File: src/rtl/io_user_pkg.sv
// Shared types and constants for the user I/O port: input FSM states,
// 7-segment codes (active-low, bit0=a .. bit6=g) and the double-dabble step.
package io_user_pkg;

    typedef enum logic [1:0] {
        IDLE,
        WAIT_PRESS,
        WAIT_EDGE,
        WAIT_RELEASE
    } in_state_e;

    localparam int DIGIT_W = 7;
    localparam int DEC_MAX = 9999;

    localparam logic [DIGIT_W-1:0] SEG_BLANK = 7'h7F;
    localparam logic [DIGIT_W-1:0] SEG_DASH  = 7'h3F;

    // Indexed by digit value; entries A-F only matter for the hex display build.
    localparam logic [15:0][DIGIT_W-1:0] SEG_TABLE = {
        7'h0E, 7'h06, 7'h21, 7'h46, 7'h03, 7'h08, 7'h10, 7'h00,
        7'h78, 7'h02, 7'h12, 7'h19, 7'h30, 7'h24, 7'h79, 7'h40
    };

    function automatic logic [DIGIT_W-1:0] seg_of(input logic [3:0] d);
        return SEG_TABLE[d];
    endfunction

    // One double-dabble iteration on {bcd[15:0], bin[13:0]}.
    function automatic logic [29:0] dabble_step(input logic [29:0] sh);
        logic [29:0] t;
        t = sh;
        for (int k = 0; k < 4; k++) begin
            if (t[14+4*k +: 4] >= 4'd5) begin
                t[14+4*k +: 4] = t[14+4*k +: 4] + 4'd3;
            end
        end
        return {t[28:0], 1'b0};
    endfunction

endpackage

File: src/rtl/io_user_port_if.sv
// Bundle of CPU/board-side signals for io_user_port. master drives the
// instruction and board inputs, slave is the port itself.
interface io_user_port_if;

    logic        clk_state;
    logic        inop;
    logic        outop;
    logic        bt;
    logic [13:0] in;
    logic [31:0] dm;
    logic [31:0] du;
    logic        await;
    logic [27:0] display;

    modport master (
        output clk_state, inop, outop, bt, in, dm,
        input  du, await, display
    );

    modport slave (
        input  clk_state, inop, outop, bt, in, dm,
        output du, await, display
    );

endinterface

File: src/rtl/io_debounce.sv
// Button conditioner: 2-flop synchronizer followed by a down-counting
// stability timer. press_o pulses for one cycle on a debounced 0->1 change.
module io_debounce #(
    parameter int DEBOUNCE_CYCLES = 16,
    parameter int CNT_W           = 5
) (
    input  logic clk,
    input  logic rst_b,
    input  logic bt_i,
    output logic level_o,
    output logic press_o
);

    localparam logic [CNT_W-1:0] RELOAD = CNT_W'(DEBOUNCE_CYCLES - 1);

    logic             sync1_q;
    logic             sync2_q;
    logic             level_q;
    logic             press_q;
    logic [CNT_W-1:0] cnt_q;

    // Terminal count is reached on the DEBOUNCE_CYCLES-th disagreeing sample.
    always_ff @(posedge clk) begin
        if (!rst_b) begin
            sync1_q <= 1'b0;
            sync2_q <= 1'b0;
            level_q <= 1'b0;
            press_q <= 1'b0;
            cnt_q   <= RELOAD;
        end else begin
            sync1_q <= bt_i;
            sync2_q <= sync1_q;
            press_q <= 1'b0;
            if (sync2_q == level_q) begin
                cnt_q <= RELOAD;
            end else if (cnt_q == '0) begin
                level_q <= sync2_q;
                press_q <= sync2_q;
                cnt_q   <= RELOAD;
            end else begin
                cnt_q <= cnt_q - 1'b1;
            end
        end
    end

    assign level_o = level_q;
    assign press_o = press_q;

endmodule

File: src/rtl/io_user_port.sv
// User I/O stage: IN stalls the CPU until a debounced press, OUT drives four
// 7-segment digits. Define IO_HEX_DISPLAY_EN for a hex display instead of decimal.
//
// state        | meaning
// IDLE         | no IN pending
// WAIT_PRESS   | stalling CPU until a confirm press captures the switches
// WAIT_EDGE    | value presented on du, waiting for the CPU to retire the IN
// WAIT_RELEASE | stalling until the button is released
module io_user_port
    import io_user_pkg::*;
#(
    parameter int DEBOUNCE_CYCLES = 16,
    parameter int CNT_W           = 5
) (
    input  logic            clk,
    input  logic            bt_reset,
    io_user_port_if.slave   io
);

    logic                   level;
    logic                   press;
    logic                   rise;
    logic                   latch;

    logic                   clk_state_q;
    logic                   outop_q;
    in_state_e              state_q;
    logic                   await_q;
    logic [31:0]            du_q;
    logic [4*DIGIT_W-1:0]   display_q;

`ifdef IO_HEX_DISPLAY_EN
    logic [15:0]            dm_q;
    logic [15:0]            hex_q;
    logic                   hex_pend_q;
`else
    logic [31:0]            dm_q;
    logic                   busy_q;
    logic                   dash_q;
    logic [3:0]             iter_q;
    logic [29:0]            sh_q;
`endif

    io_debounce #(
        .DEBOUNCE_CYCLES (DEBOUNCE_CYCLES),
        .CNT_W           (CNT_W)
    ) u_debounce (
        .clk     (clk),
        .rst_b   (bt_reset),
        .bt_i    (io.bt),
        .level_o (level),
        .press_o (press)
    );

    assign rise  = io.clk_state & ~clk_state_q;
    assign latch = rise & outop_q;

    always_ff @(posedge clk) begin
        if (!bt_reset) begin
            clk_state_q <= 1'b0;
            outop_q     <= 1'b0;
            dm_q        <= '0;
        end else begin
            clk_state_q <= io.clk_state;
            outop_q     <= io.outop;
`ifdef IO_HEX_DISPLAY_EN
            dm_q        <= io.dm[15:0];
`else
            dm_q        <= io.dm;
`endif
        end
    end

    always_ff @(posedge clk) begin
        if (!bt_reset) begin
            state_q <= IDLE;
            await_q <= 1'b0;
            du_q    <= '0;
        end else begin
            case (state_q)
                IDLE: begin
                    if (io.inop) begin
                        state_q <= WAIT_PRESS;
                        await_q <= 1'b1;
                    end
                end
                WAIT_PRESS: begin
                    if (press) begin
                        du_q    <= {18'b0, io.in};
                        state_q <= WAIT_EDGE;
                        await_q <= 1'b0;
                    end
                end
                WAIT_EDGE: begin
                    if (rise) begin
                        state_q <= WAIT_RELEASE;
                        await_q <= 1'b1;
                    end
                end
                WAIT_RELEASE: begin
                    if (!level) begin
                        state_q <= IDLE;
                        await_q <= 1'b0;
                    end
                end
                default: begin
                    state_q <= IDLE;
                    await_q <= 1'b0;
                end
            endcase
        end
    end

`ifdef IO_HEX_DISPLAY_EN
    always_ff @(posedge clk) begin
        if (!bt_reset) begin
            display_q  <= {4{SEG_BLANK}};
            hex_q      <= '0;
            hex_pend_q <= 1'b0;
        end else begin
            hex_pend_q <= latch;
            if (latch) begin
                hex_q <= dm_q;
            end
            if (hex_pend_q) begin
                display_q <= {seg_of(hex_q[15:12]), seg_of(hex_q[11:8]),
                              seg_of(hex_q[7:4]),   seg_of(hex_q[3:0])};
            end
        end
    end
`else
    // A new latch simply reloads the shifter, abandoning any conversion in flight.
    always_ff @(posedge clk) begin
        if (!bt_reset) begin
            display_q <= {4{SEG_BLANK}};
            busy_q    <= 1'b0;
            dash_q    <= 1'b0;
            iter_q    <= '0;
            sh_q      <= '0;
        end else begin
            dash_q <= 1'b0;
            if (dash_q) begin
                display_q <= {4{SEG_DASH}};
            end
            if (latch) begin
                if (dm_q > 32'(DEC_MAX)) begin
                    dash_q <= 1'b1;
                    busy_q <= 1'b0;
                end else begin
                    busy_q <= 1'b1;
                    iter_q <= 4'd14;
                    sh_q   <= {16'b0, dm_q[13:0]};
                end
            end else if (busy_q) begin
                if (iter_q != 4'd0) begin
                    sh_q   <= dabble_step(sh_q);
                    iter_q <= iter_q - 4'd1;
                end else begin
                    busy_q    <= 1'b0;
                    display_q <= {seg_of(sh_q[29:26]), seg_of(sh_q[25:22]),
                                  seg_of(sh_q[21:18]), seg_of(sh_q[17:14])};
                end
            end
        end
    end
`endif

    assign io.du      = du_q;
    assign io.await   = await_q;
    assign io.display = display_q;

endmodule

File: src/flat_wrapper.sv
// flat-port wrapper written by rule: the top's interface ports become plain ports
module io_user_port_flat import io_user_pkg::*;
#(
    parameter int DEBOUNCE_CYCLES = 16,
    parameter int CNT_W           = 5
)
  (clk, bt_reset, io_clk_state, io_inop, io_outop, io_bt, io_in, io_dm, io_du, io_await, io_display);
  io_user_port_if io_i ();
  input  logic clk;
  input  logic bt_reset;
  input wire logic [$bits(io_i.clk_state)-1:0] io_clk_state;
  input wire logic [$bits(io_i.inop)-1:0] io_inop;
  input wire logic [$bits(io_i.outop)-1:0] io_outop;
  input wire logic [$bits(io_i.bt)-1:0] io_bt;
  input wire logic [$bits(io_i.in)-1:0] io_in;
  input wire logic [$bits(io_i.dm)-1:0] io_dm;
  output wire logic [$bits(io_i.du)-1:0] io_du;
  output wire logic [$bits(io_i.await)-1:0] io_await;
  output wire logic [$bits(io_i.display)-1:0] io_display;
  assign io_i.clk_state = io_clk_state;
  assign io_i.inop = io_inop;
  assign io_i.outop = io_outop;
  assign io_i.bt = io_bt;
  assign io_i.in = io_in;
  assign io_i.dm = io_dm;
  assign io_du = io_i.du;
  assign io_await = io_i.await;
  assign io_display = io_i.display;
  io_user_port #(.DEBOUNCE_CYCLES(DEBOUNCE_CYCLES), .CNT_W(CNT_W)) u_core (.clk(clk), .bt_reset(bt_reset), .io(io_i));
endmodule
File: config.mk
export PLATFORM = sky130hd
export DESIGN_NAME = io_user_port_flat
export DESIGN_NICKNAME = d
export VERILOG_FILES = /design/src/rtl/io_user_pkg.sv /design/src/rtl/io_user_port_if.sv /design/src/rtl/io_debounce.sv /design/src/rtl/io_user_port.sv /design/src/flat_wrapper.sv
export SDC_FILE = /design/constraint.sdc
export NUM_CORES = 1
export LEC_CHECK = 0
export CORE_MARGIN = 2
export CORE_UTILIZATION = 40
export DETAILED_ROUTE_END_ITERATION = 7
export GPL_ROUTABILITY_DRIVEN = 0
export HOLD_SLACK_MARGIN = 0.03
export PLACE_DENSITY = 0.61
export RECOVER_POWER = 100
export SLEW_MARGIN = 20
export SYNTH_ARGS = -nofsm -noshare
export SYNTH_HDL_FRONTEND = slang
export SYNTH_SLANG_ARGS = --single-unit
export TNS_END_PERCENT = 30
File: constraint.sdc
create_clock -name clk -period 4.1 [get_ports clk]
set_clock_uncertainty 0.1 [all_clocks]
set_input_delay 0.82 -clock clk [delete_from_list [all_inputs] [get_ports clk]]
set_output_delay 0.82 -clock clk [all_outputs]
set_load 0.01 [all_outputs]
# ---- After elaboration in Yosys (flattened, before gate mapping)
# Memory sizes are Yosys's and may differ from the RTL's. A register that Yosys moved wholly into a read port is not among the register bits.
# Cells that the tools add are included.
dict set report op_classes {
  add_sub_neg 6
  mul 0
  div 0
  order_cmp 9
  eq_ne 9
  shift 0
  n_mux 43
  bitwise_logic 6
  n_reduce_logical 12
}
# cell n
set ops {}
lappend ops {{30-bit 2-to-1 mux} 4}
lappend ops {{28-bit 2-to-1 mux} 4}
lappend ops {{4-bit 2-to-1 mux} 15}
lappend ops {{32-bit by 14-bit greater-than comparator with 1-bit output (second input constant)} 1}
lappend ops {{7-bit 2-to-1 mux} 4}
lappend ops {{4-bit by 5-bit < comparator with 1-bit output (second input constant)} 4}
lappend ops {{4-bit by 3-bit >= comparator with 1-bit output (second input constant)} 4}
lappend ops {{4-bit by 2-bit adder with 4-bit output (second input constant)} 3}
lappend ops {{1-bit 2-to-1 mux} 9}
lappend ops {{2-bit 2-to-1 mux} 4}
lappend ops {{2-bit != test (second input constant)} 4}
lappend ops {{2-bit one-hot mux with 4 select lines} 1}
lappend ops {{2-bit AND reduction} 3}
lappend ops {{3-bit OR reduction} 2}
lappend ops {{5-bit zero test} 1}
lappend ops {{5-bit by 1-bit subtractor with 5-bit output (second input constant)} 1}
lappend ops {{2-bit equality test (second input constant)} 2}
lappend ops {{1-bit NOT} 4}
lappend ops {{1-bit one-hot mux with 4 select lines} 1}
lappend ops {{4-bit AND reduction} 1}
lappend ops {{2-bit nonzero test} 2}
lappend ops {{4-bit nonzero test} 1}
lappend ops {{4-bit by 1-bit subtractor with 4-bit output (second input constant)} 1}
lappend ops {{3-bit by 2-bit adder with 3-bit output (second input constant)} 1}
lappend ops {{other kinds (7)} 8}
dict set report word_totals {
  reg_bits 124
  latchBits 0
  ram_bits 0
  mem_bits_ro 448
  output_inout_bits 61
  mem_count 4
}
# memory depth word_bits rd rd_ports_with_merged_regs write_ports line_no
set mem_list {}
lappend mem_list {{(name not given)} 16 7 1 1 0 io_user_pkg.sv:25} ;# return SEG_TABLE[d];
lappend mem_list {{(name not given)} 16 7 1 1 0 io_user_pkg.sv:25}
lappend mem_list {{(name not given)} 16 7 1 1 0 io_user_pkg.sv:25}
lappend mem_list {{(name not given)} 16 7 1 1 0 io_user_pkg.sv:25}

# ---- Depth between registers and ports, before layout
dict set report logic_depth {
  ltp_word 7
  depth_mapped 14
  depth_no_buf 12
}

# ---- Hierarchy
# A second synthesis with hierarchy kept.
dict set report hier_totals {
  hier_cells 787
  area_unflattened_um2 6931.6
}
# module instances cells_each area_per_inst_um2 seq_area_each_um2
set by_module_without_submodules {}
lappend by_module_without_submodules {io_user_port 1 755 6587.6 2862.7}
lappend by_module_without_submodules {io_debounce 1 32 344.1 180.2}

# ---- Worst setup path before layout
# No wires, ideal clock.
dict set report synth_path {
  path_type {in2reg}
  start {input port io_clk_state}
  end {register (tool-made name)}
  setup_time_ns 0.130
  t_arrival_ns 2.820
  slack_ns 1.050
  path_stages 9
  path_buffers 1
  path_cell_list {and3b_1 nor3_1 buf_2 mux2i_1 nor2_1 ha_1 or3_1 o21ai_0 a21oi_1}
}
# item line_no
set synth_rtl {}
lappend synth_rtl {{from (decl)} flat_wrapper.sv:11} ;# input wire logic [$bits(io_i.clk_state)-1:0] io_clk_state;

# ---- Final worst setup path
dict set report layout_path {
  start {input port io_clk_state}
  end {register u_core.sh_q[12]}
}
dict set report layout_between {
  elab_chain_len 4
}
# item line_no
set layout_lines {}
lappend layout_lines {{1-bit AND *} io_user_port.sv:55} ;# assign rise = io.clk_state & ~clk_state_q;
lappend layout_lines {{1-bit AND *} io_user_port.sv:56} ;# assign latch = rise & outop_q;
lappend layout_lines {{2-bit != test (no line) or 2-bit nonzero test (tied branches)} --}
lappend layout_lines {{3-bit AND reduction (no line)} --}
lappend layout_lines {{to (signal assigned)} io_user_port.sv:152} ;# sh_q <= {16'b0, dm_q[13:0]};
lappend layout_lines {{to (signal assigned)} io_user_port.sv:156} ;# sh_q <= dabble_step(sh_q);
lappend layout_lines {{to (decl)} io_user_port.sv:41} ;# logic [29:0] sh_q;
# Every way passes the cells marked *; elsewhere a longest branch is shown, timed or not.
# A chain may end at the register's enable or synchronous reset.

==> impl_metrics.prom <==
# TYPE chip_impl_metric gauge
chip_impl_metric{name="power.clock.fraction",unit="%"} 49.3
chip_impl_metric{name="grt_antenna_before_repair",unit=""} 0
chip_impl_metric{name="p_int",unit="W"} 0.00264
chip_impl_metric{name="finalSetupViolations",unit=""} 0
chip_impl_metric{name="comb_power_share",unit="%"} 5.9
chip_impl_metric{name="ys_warn_count",unit=""} 0
chip_impl_info{name="violations_in_the_final_reports",value="max-capacitance violations, max-slew violations"} 1
chip_impl_metric{name="fin_setup_tns",unit="ns"} 0
chip_impl_metric{name="max_slew.worst_pin.slew",unit="ns"} 1.73
chip_impl_metric{name="via_count_of_the_first_global_routing_pass",unit=""} 5203
chip_impl_metric{name="die_width",unit="um"} 135
chip_impl_info{name="critical-path-slowest-cell",value="sky130_fd_sc_hd__dlygate4sd3_1"} 1
chip_impl_metric{name="clock_path_buffers",unit=""} 2
chip_impl_metric{name="sw_frac_of_total",unit="%"} 22.6
chip_impl_metric{name="cp_slowest_stage_delay",unit="ns"} 0.58
chip_impl_metric{name="antenna_violating_nets_post_route",unit=""} 0
chip_impl_metric{name="global_route.usage.total",unit="%"} 17.5
chip_impl_metric{name="setup.reg_to_reg.worst_slack",unit="ns"} 1.03
chip_impl_metric{name="finalWorstSetupSlack",unit="ns"} 0.648
chip_impl_info{name="run_status",value="finished, violations left"} 1
chip_impl_metric{name="num_vias",unit=""} 5527
chip_impl_metric{name="timing.final.crit_period",unit="ns"} 3.45
chip_impl_metric{name="post-route-drc-count",unit=""} 0
chip_impl_metric{name="insertion_delay",unit="ns"} 0.43
chip_impl_metric{name="largest_net_degree_at_the_start_of_global_routing",unit=""} 70
chip_impl_metric{name="ys_types",unit=""} 63
chip_impl_metric{name="clkTransAtPathRegs",unit="ns"} 0.07
chip_impl_metric{name="synth.yosys.seq_area_share",unit="%"} 44.3
chip_impl_metric{name="pin_count",unit=""} 113
chip_impl_metric{name="ff2ff_path_depth",unit=""} 12
chip_impl_info{name="mostFrequentLayoutCell",value="sky130_fd_sc_hd__dfxtp_1"} 1
chip_impl_metric{name="synth_seq_cells",unit=""} 152
chip_impl_info{name="worstSetupPathType",value="input pin to flip-flop"} 1
chip_impl_metric{name="die_h",unit="um"} 135
chip_impl_metric{name="synthesis_to_layout_area_growth",unit="%"} 24.6
chip_impl_info{name="synthFlopType",value="sky130_fd_sc_hd__dfxtp_1"} 1
chip_impl_metric{name="initial_utilization",unit="%"} 41.2
chip_impl_metric{name="rows",unit=""} 47
chip_impl_metric{name="syn-cell-area",unit="um2"} 6870
chip_impl_metric{name="dieArea",unit="um2"} 18200
chip_impl_metric{name="final_cell_count_no_fill",unit=""} 1107
chip_impl_metric{name="finish.net_count",unit=""} 964
chip_impl_metric{name="route.detailed.vias_per_inst",unit=""} 4.99
chip_impl_metric{name="powerDensity",unit="nW/um2"} 399
chip_impl_metric{name="power.static_leakage",unit="nW"} 3.17
chip_impl_metric{name="seqPwrFrac",unit="%"} 44.8
chip_impl_metric{name="clock_sink_count",unit=""} 152
chip_impl_metric{name="post-dp-hpwl",unit="um"} 10200
chip_impl_metric{name="synth_enable_flop_cells",unit=""} 0
chip_impl_metric{name="number_of_search_and_repair_iterations_in_the_first_detailed_routing_pass",unit=""} 5
chip_impl_metric{name="p_switching",unit="W"} 0.000772
chip_impl_metric{name="timing.max_slew.rel_slack",unit="%"} -15.3
chip_impl_metric{name="wire_per_inst",unit="um"} 13.7
chip_impl_metric{name="preCtsSetupSlack",unit="ns"} 0.418
chip_impl_metric{name="drt_first_iter_violations",unit=""} 367
chip_impl_metric{name="power.total",unit="W"} 0.00342
chip_impl_metric{name="avgSynthCellArea",unit="um2"} 8.73
chip_impl_info{name="clock-root-buffer",value="sky130_fd_sc_hd__clkbuf_16"} 1
chip_impl_info{name="cts_tree",value="built"} 1
chip_impl_info{name="rsz0062_at_grt",value="no"} 1
chip_impl_metric{name="critPathRequiredTime",unit="ns"} 4.31
chip_impl_metric{name="detailed_place.area",unit="um2"} 7950
chip_impl_metric{name="layout-drive-gt1-share",unit="%"} 6.88
chip_impl_metric{name="grt_first_pass_wirelength",unit="um"} 25600
chip_impl_metric{name="place_inst",unit=""} 1075
chip_impl_info{name="hp-class",value="flip-flop to flip-flop"} 1
chip_impl_info{name="crit_path_end_kind",value="flip-flop"} 1
chip_impl_metric{name="ctsResizeCount",unit=""} 0
chip_impl_metric{name="cts_made_buffers",unit=""} 17
chip_impl_metric{name="grt_remaining_overflow",unit=""} 0
chip_impl_metric{name="io_buffers",unit=""} 94
chip_impl_metric{name="power.ir.vdd_worst",unit="mV"} 0.284
chip_impl_metric{name="drt_wl_total",unit="um"} 15200
chip_impl_metric{name="cts.hold.buffers_added",unit=""} 0
chip_impl_metric{name="finished_cell_area",unit="um2"} 8560
chip_impl_metric{name="cap_viol_max_count",unit=""} 1
chip_impl_metric{name="final-hold-violation-count",unit=""} 0
chip_impl_metric{name="post_cts_setup_buffer_count",unit=""} 0
chip_impl_metric{name="design.core.area",unit="um2"} 16700
chip_impl_info{name="critical_path_startpoint_category",value="input pin"} 1
chip_impl_metric{name="synthCells",unit=""} 787
chip_impl_metric{name="synthArstFlopShare",unit="%"} 0
chip_impl_metric{name="hold_path_depth",unit=""} 1
chip_impl_metric{name="insertedDiodeCount",unit=""} 0
chip_impl_metric{name="final_min_period_over_clock_period",unit="%"} 84.2
chip_impl_info{name="path_common_cell",value="sky130_fd_sc_hd__buf_4"} 1
chip_impl_metric{name="critical_path_arrival",unit="ns"} 3.66
chip_impl_metric{name="slew_viol_final",unit=""} 38
chip_impl_info{name="most-common-layout-cells",value="sky130_fd_sc_hd__dfxtp_1, sky130_fd_sc_hd__nand2_1, sky130_fd_sc_hd__nor2_1, sky130_fd_sc_hd__clkdlybuf4s50_1, sky130_fd_sc_hd__o21ai_0"} 1
chip_impl_metric{name="clock.fmax",unit="GHz"} 0.290
chip_impl_metric{name="depth_of_the_cts_h_tree",unit=""} 4
chip_impl_info{name="worstPathCellList",value="dlygate4sd3_1 -> and3b_1 -> buf_4 -> nand4_1 -> nor3_1 -> buf_4 -> or2_1 -> clkbuf_2 -> nor2_1 -> a311oi_1"} 1
chip_impl_metric{name="crit_path_max_fanout",unit=""} 29
## power groups by stage
stage / clock network (W) / registers, W / logic, W
floorplan: 0 / 0.00156 / 0.000126
global placement: 0 / 0.00156 / 0.000204
detailed placement: 0 / 0.00156 / 0.000207
CTS: 0.00172 / 0.00153 / 0.000208
global route: 0.00178 / 0.00153 / 0.000232
finish: 0.00169 / 0.00153 / 0.000201
## final timing paths
path	endpoint	from
worst max-delay path	u_core.sh_q[12]$_SDFFE_PN0N_	io_clk_state
worst min-delay path	u_core.u_debounce.cnt_q[0]$_SDFF_PP1_	u_core.u_debounce.cnt_q[0]$_SDFF_PP1_
worst max register to register	flip-flop	u_core.iter_q[0]$_SDFFE_PN0N_
worst min register to register	u_core.u_debounce.cnt_q[0]$_SDFF_PP1_	u_core.u_debounce.cnt_q[0]$_SDFF_PP1_
## area by class of cell
cell class	instances	area (um2)
Fill cell	1624	8140
Clock buffer	17	425
Sequential cell	152	3040
Timing Repair Buffer	109	1030
Tap cell	220	275
Inverter	37	139
Clock inverter	15	210
Multi-Input combinational cell	557	3440
## metrics by stage
step                      hold WS [ns]  utilization [%]
after global placement           0.285             47.6
after floorplan                  0.272                -
after CTS                        0.302             51.4
final                            0.298             51.3
after global routing             0.323             51.3
after detailed placement         0.286             47.6
## kinds of logic after synthesis
kind of cell	Yosys count	share of synthesized area [%]
mux	22	3.24
simple gates	305	21.1
flops	152	44.3
compound gates	165	16.6
xor+xnor	9	1.15
other cells	1	0.0546
fa+ha+maj	38	6.92
buf+inv	95	6.66
## worst max-delay path: cells and delay by family
kind / cells / cell delay (ns)
AOI/OAI and AO/OA: 1 / 0.28
buffers and inverters: 4 / 1.57
and+or+nand+nor: 5 / 0.97
## cells in the mapped netlist (19+ instances only)
cell type | number | area share, %
sky130_fd_sc_hd__a21oi_1 | 32 | 2.3
sky130_fd_sc_hd__and2_1 | 44 | 4.0
sky130_fd_sc_hd__buf_4 | 19 | 2.1
sky130_fd_sc_hd__clkbuf_1 | 23 | 1.3
sky130_fd_sc_hd__dfxtp_1 | 152 | 44
sky130_fd_sc_hd__ha_1 | 38 | 6.9
sky130_fd_sc_hd__inv_1 | 36 | 2.0
sky130_fd_sc_hd__mux2i_1 | 20 | 2.9
sky130_fd_sc_hd__nand2_1 | 98 | 5.4
sky130_fd_sc_hd__nor2_1 | 82 | 4.5
sky130_fd_sc_hd__nor3_1 | 30 | 2.2
sky130_fd_sc_hd__o21ai_0 | 47 | 3.4
## metal layers
| metal | GRT usage (%) | vias to the layer above | routed length, um |
|---|---|---|---|
| li1 | - | 2841 | - |
| met1 | 23.5 | 2523 | 7400 |
| met4 | 4.63 | 0 | 145 |
| met3 | 5.18 | 14 | 866 |
| met5 | 0 | - | 0 |
| met2 | 27.6 | 149 | 6780 |
Power figures use the tool's default switching activity.
